**src/rtl/demod_segment_corr.sv**
```systemverilog
// Per-segment correlator: multiplies SEG_LEN received samples by the reference waveform,
// sums them and decodes the sign of the sum into one bit delivered over valid/ready.
module demod_segment_corr #(
  parameter int DATA_W  = 32,
  parameter int SEG_LEN = 16,
  parameter int CNT_W   = 4,
  parameter int ACC_W   = 68
) (
  input  logic              clk,
  input  logic              reset,
  input  logic [DATA_W-1:0] sample_in,
  input  logic              sample_valid,
  output logic              sample_ready,
  output logic [CNT_W-1:0]  ref_idx,
  input  logic [DATA_W-1:0] ref_sample,
  output logic              bit_out,
  output logic [ACC_W-1:0]  corr_out,
  output logic              bit_valid,
  input  logic              bit_ready,
  output logic [15:0]       sym_count
);

  localparam int PROD_W = 2 * DATA_W;

  typedef enum logic [1:0] {
    ST_ACCUM = 2'd0,
    ST_FLUSH = 2'd1,
    ST_OUT   = 2'd2
  } state_t;

  state_t             state_r, state_nxt_s;
  logic [PROD_W-1:0]  prod_r;
  logic               prod_v_r;
  logic [ACC_W-1:0]   acc_r, acc_nxt_s;
  logic [ACC_W-1:0]   sum_s;
  logic [ACC_W-1:0]   prod_ext_s;
  logic [PROD_W-1:0]  samp_ext_s, ref_ext_s, prod_nxt_s;
  logic               accept_s;
  logic [CNT_W-1:0]   ref_idx_nxt_s;
  logic               bit_out_nxt_s, bit_valid_nxt_s;
  logic [ACC_W-1:0]   corr_nxt_s;
  logic [15:0]        sym_nxt_s;

  // Operands are sign-extended to full product width so the low PROD_W bits are exact.
  assign samp_ext_s = {{DATA_W{sample_in[DATA_W-1]}}, sample_in};
  assign ref_ext_s  = {{DATA_W{ref_sample[DATA_W-1]}}, ref_sample};
  assign prod_nxt_s = samp_ext_s * ref_ext_s;
  assign prod_ext_s = {{(ACC_W-PROD_W){prod_r[PROD_W-1]}}, prod_r};
  assign accept_s   = sample_valid && sample_ready;

  // Next-state, accumulator and output-register decode.
  always_comb begin
    state_nxt_s     = state_r;
    ref_idx_nxt_s   = ref_idx;
    bit_out_nxt_s   = bit_out;
    corr_nxt_s      = corr_out;
    bit_valid_nxt_s = bit_valid;
    sym_nxt_s       = sym_count;
    if (prod_v_r) begin
      sum_s = acc_r + prod_ext_s;
    end else begin
      sum_s = acc_r;
    end
    acc_nxt_s = sum_s;
    case (state_r)
      ST_ACCUM: begin
        if (accept_s) begin
          if (ref_idx == CNT_W'(SEG_LEN - 1)) begin
            ref_idx_nxt_s = {CNT_W{1'b0}};
            state_nxt_s   = ST_FLUSH;
          end else begin
            ref_idx_nxt_s = ref_idx + CNT_W'(1);
          end
        end else begin
          ref_idx_nxt_s = ref_idx;
        end
      end
      ST_FLUSH: begin
        corr_nxt_s      = sum_s;
        bit_out_nxt_s   = sum_s[ACC_W-1];
        bit_valid_nxt_s = 1'b1;
        acc_nxt_s       = {ACC_W{1'b0}};
        state_nxt_s     = ST_OUT;
      end
      ST_OUT: begin
        if (bit_ready) begin
          bit_valid_nxt_s = 1'b0;
          sym_nxt_s       = sym_count + 16'd1;
          state_nxt_s     = ST_ACCUM;
        end else begin
          bit_valid_nxt_s = 1'b1;
        end
      end
      default: begin
        state_nxt_s     = ST_ACCUM;
        ref_idx_nxt_s   = {CNT_W{1'b0}};
        acc_nxt_s       = {ACC_W{1'b0}};
        bit_valid_nxt_s = 1'b0;
      end
    endcase
  end

  // State, datapath and output registers.
  always_ff @(posedge clk or posedge reset) begin
    if (reset) begin
      state_r      <= ST_ACCUM;
      sample_ready <= 1'b1;
      ref_idx      <= {CNT_W{1'b0}};
      prod_r       <= {PROD_W{1'b0}};
      prod_v_r     <= 1'b0;
      acc_r        <= {ACC_W{1'b0}};
      bit_out      <= 1'b0;
      corr_out     <= {ACC_W{1'b0}};
      bit_valid    <= 1'b0;
      sym_count    <= 16'd0;
    end else begin
      state_r      <= state_nxt_s;
      sample_ready <= (state_nxt_s == ST_ACCUM);
      ref_idx      <= ref_idx_nxt_s;
      prod_r       <= accept_s ? prod_nxt_s : prod_r;
      prod_v_r     <= accept_s;
      acc_r        <= acc_nxt_s;
      bit_out      <= bit_out_nxt_s;
      corr_out     <= corr_nxt_s;
      bit_valid    <= bit_valid_nxt_s;
      sym_count    <= sym_nxt_s;
    end
  end

endmodule

```
**config.mk**
```make
export PLATFORM = sky130hd
export DESIGN_NAME = demod_segment_corr
export DESIGN_NICKNAME = d
export VERILOG_FILES = /design/src/rtl/demod_segment_corr.sv
export SDC_FILE = /design/constraint.sdc
export NUM_CORES = 2
export LEC_CHECK = 0
export ABC_AREA = 0
export CAP_MARGIN = 20
export CORE_ASPECT_RATIO = 0.8
export CORE_MARGIN = 5
export CORE_UTILIZATION = 58
export DETAILED_ROUTE_END_ITERATION = 10
export HOLD_SLACK_MARGIN = 0.05
export PLACE_DENSITY = 0.82
export SKIP_LAST_GASP = 1
export SYNTH_ARGS = -nofsm -noshare
export SYNTH_HDL_FRONTEND = slang
export SYNTH_SLANG_ARGS = --single-unit
```
**constraint.sdc**
```tcl
create_clock -name clk -period 12.7 [get_ports clk]
set_input_delay 1.905 -clock clk [delete_from_list [all_inputs] [get_ports clk]]
set_output_delay 1.905 -clock clk [all_outputs]
set_load 0.01 [all_outputs]
```
==> metrics.yaml <==
grt_usage: 0.291
numCtsBuffers: 23
drc: 0
start_kind: "primary input"
busiest_layer: "met2"
use_met1: 0.416
rows: 95
htreeDepth: 1
critPathKind: "in -> reg"
viasPerCell: 5.75
io_buffer_count: 158
slew_headroom: 0.287
cts.sinks: 225
synth_adder_area_share: 0.510
final.period_utilization: 0.814
synth_area_per_cell_sq_um: 9.30
antenna_found_initial: 4
ys_ff_latch: 225
synthMuxAreaShare: 0.0108
ys_async_sr_fraction: 1.00
synth_flop_cell: "dfrtp_1"
grt_overflow_total: 0
cts_tree: "done"
io_pins: 159
use_met2: 0.444
grt_use_met3: 0.0906
cap_violations: 0
synth_edf_count: 0
fin_cells: 6350
rsz0062_at_grt: "no"
detail-route-antenna-nets: 0
die_h_um: 270
synth_simple_gate_area_share: 0.163
finalNetCount: 6628
hpwlAfterDp_um: 102000
finalSetupViolCount: 0
wl_per_cell_um: 20.2
area_growth_pct: 6.45
hold_class: "reg -> reg"
synthDistinctLibCells: 93
status: "completed"
crit_fanout: 18
synth_top_family_by_area: "adder cells"
yosys_warnings: 0
clockBufferDepth: 3
synth_xor_xnor_area_share: 0.0244
syn_nets: 6657
syn_area_sq_mm: 0.0488
insertion_delay_ps: 530
dieArea_sq_mm: 0.0901
hold_buffers: 0
layout-drive-gt1-share: 0.0306
yosysSeqAreaShare: 0.115
path_clk_slew_ps: 60
grt_max_degree: 155
gp_congestion: 0.937
worst_pin_slew_ps: 1070
drtPass1Iterations: 6
hold_slack_ps: 479
n_antenna_cell: 0
dp.cells: 6309
end_kind: "flop"
grt_pass1_vias: 39300
crit_arrival_ps: 10690
required_ps: 13050
cts.repair.resized: 0
wirelength_um: 128000
setup_slack_ps: 2360
drt-initial-drc-count: 3119
syn-instance-count: 5249
chipWidth_um: 334
vias: 36500
synth-compound-area-share: 0.0768
initial_utilization: 0.583
grt_pass1_wl_um: 212000
hold_viol: 0
slew_violations: 0
finalSetupTns_ps: 0
fmax_mhz: 96.7
fin_crit_ps: 10340
cts_root_buf: "clkbuf_16"
finClkSkew_ps: 17.5
place_ws_ps: 1920
post_cts_buffers: 0
fp.coreArea_sq_mm: 0.0838
[final timing paths]
path | cells past startpoint | startpoint | slack (ps) | to
max | 22 | sample_in[31] | 2360 | prod_r[56]
min | 1 | sym_count[15] | 480 | sym_count[15]
max reg2reg | 12 | prod_r[0] | 9070 | corr_out[32]
min reg2reg | 1 | sym_count[15] | 480 | sym_count[15]
max in group asynchronous | 3 | reset | 9570 | prod_v_r
min in group asynchronous | 2 | reset | 1790 | acc_r[64]
[layout by cell type (no fill, tap or decap), types with 8 or more instances in the layout]
cell type        synthesis  final
a211oi_1                22     22
a21boi_0                11     11
a21o_1                  65     65
a21oi_1                190    190
a31oi_1                 16     16
and2_1                 528    528
and3_1                  18     18
and4_1                   8      8
buf_2                   15     11
buf_4                    1     61
clkbuf_16                0     23
clkdlybuf4s50_1          0    147
dfrtp_1                224    223
fa_1                  1083   1083
ha_1                   257    256
inv_1                 1012   1011
mux2i_1                 46     46
nand2_1                668    667
nand2b_1                17     17
nand3_1                 42     42
nand4_1                 31     31
nor2_1                 221    220
nor2b_1                 13     13
nor3_1                  34     34
nor4_1                   8      8
o211ai_1                 9      9
o21a_1                  17     17
o21ai_0                117    117
o21ai_1                 18     18
o21bai_1                22     22
o31ai_1                 10     10
or3_1                    9      9
xnor2_1                 79     79
xor2_1                  57     57
[cells in the mapped netlist (4+ instances only)]
cell type	count	area (sq um)
nor3_1	34	170
xnor2_1	79	692
or3_1	9	56.3
a21o_1	65	488
nand2b_1	17	106
and3_1	18	113
and2_1	528	3300
o31a_1	6	52.6
buf_2	15	75.1
o21bai_1	22	165
o21ai_0	117	586
a31oi_1	16	100
a221oi_1	6	52.6
o211a_1	4	40.0
a221o_1	6	60.1
clkbuf_1	254	953
a211o_1	4	35.0
ha_1	257	3220
o21ai_1	18	90.1
a21oi_1	190	951
nor3b_1	4	30.0
xor2_1	57	499
a211oi_1	22	165
mux2i_1	46	460
inv_1	1012	3800
nor4_1	8	50.1
nor2b_1	13	81.3
nor2_1	221	830
mux2_2	6	67.6
nand2_1	668	2510
nand3_1	42	210
o211ai_1	9	67.6
a21boi_0	11	82.6
fa_1	1083	21700
a22oi_1	6	45.0
dfrtp_1	224	5610
o21a_1	17	128
buf_1	4	15.0
nand4_1	31	194
o22ai_1	5	31.3
and4_1	8	70.1
o221ai_1	4	35.0
o31ai_1	10	75.1
[critical path, cell delays in order]
cell and delay (ps):
clkdlybuf4s50_1 890, nand2_1 340, inv_1 130, fa_1 610, fa_1 470, fa_1 750
fa_1 1130, inv_1 300, fa_1 560, inv_1 60, fa_1 560, fa_1 440
fa_1 470, ha_1 360, a21oi_1 230, nand2_1 100, nor3_1 470, nor4_1 140
a211oi_1 370, nand3b_1 140, xnor2_1 160, o21ai_0 90
[metal layers]
| metal | routed length, um | share of wire | up-vias |
|---|---|---|---|
| met5 | 34 | 0.00027 | - |
| met2 | 56400 | 0.44 | 1941 |
| li1 | - | - | 15800 |
| met1 | 52600 | 0.41 | 18400 |
| met4 | 3230 | 0.025 | 6 |
| met3 | 15800 | 0.12 | 278 |
[through the flow]
| step | instance area [sq um] | util |
|---|---|---|
| 2_1_floorplan | 48800 | - |
| 3_3_place_gp | 51200 | 0.611 |
| 3_5_place_dp | 51200 | 0.611 |
| 4_1_cts | 52000 | 0.620 |
| 5_1_grt | 52000 | 0.620 |
| 6_report | 52000 | 0.620 |
[sequential cells by signal, summed over array words and instances (netlist names), 2 cells and up]
name / count
acc_r: 68
sym_count: 16
prod_r: 64
state_r: 2
corr_out: 67
ref_idx: 4
[cells by family (layout without fill, tap and decap cells)]
logic type,count (synthesis),in the layout
compound gates,582,582
xor+xnor,136,136
fa+ha+maj,1340,1340
buf+inv,1288,1274
flops,225,225
mux,52,52
simple gates,1626,1626
[layout make-up]
class,count,area (sq um)
Sequential cell,225,5640
Multi-Input combinational cell,3736,38400
Clock buffer,27,611
Inverter,1014,3810
Timing Repair Buffer,220,2010
Fill cell,6650,31800
Clock inverter,13,144
Tap cell,1115,1400
Power is not shown: default switching activity piles up to over one toggle a cycle in this logic, so the estimate is an artifact.
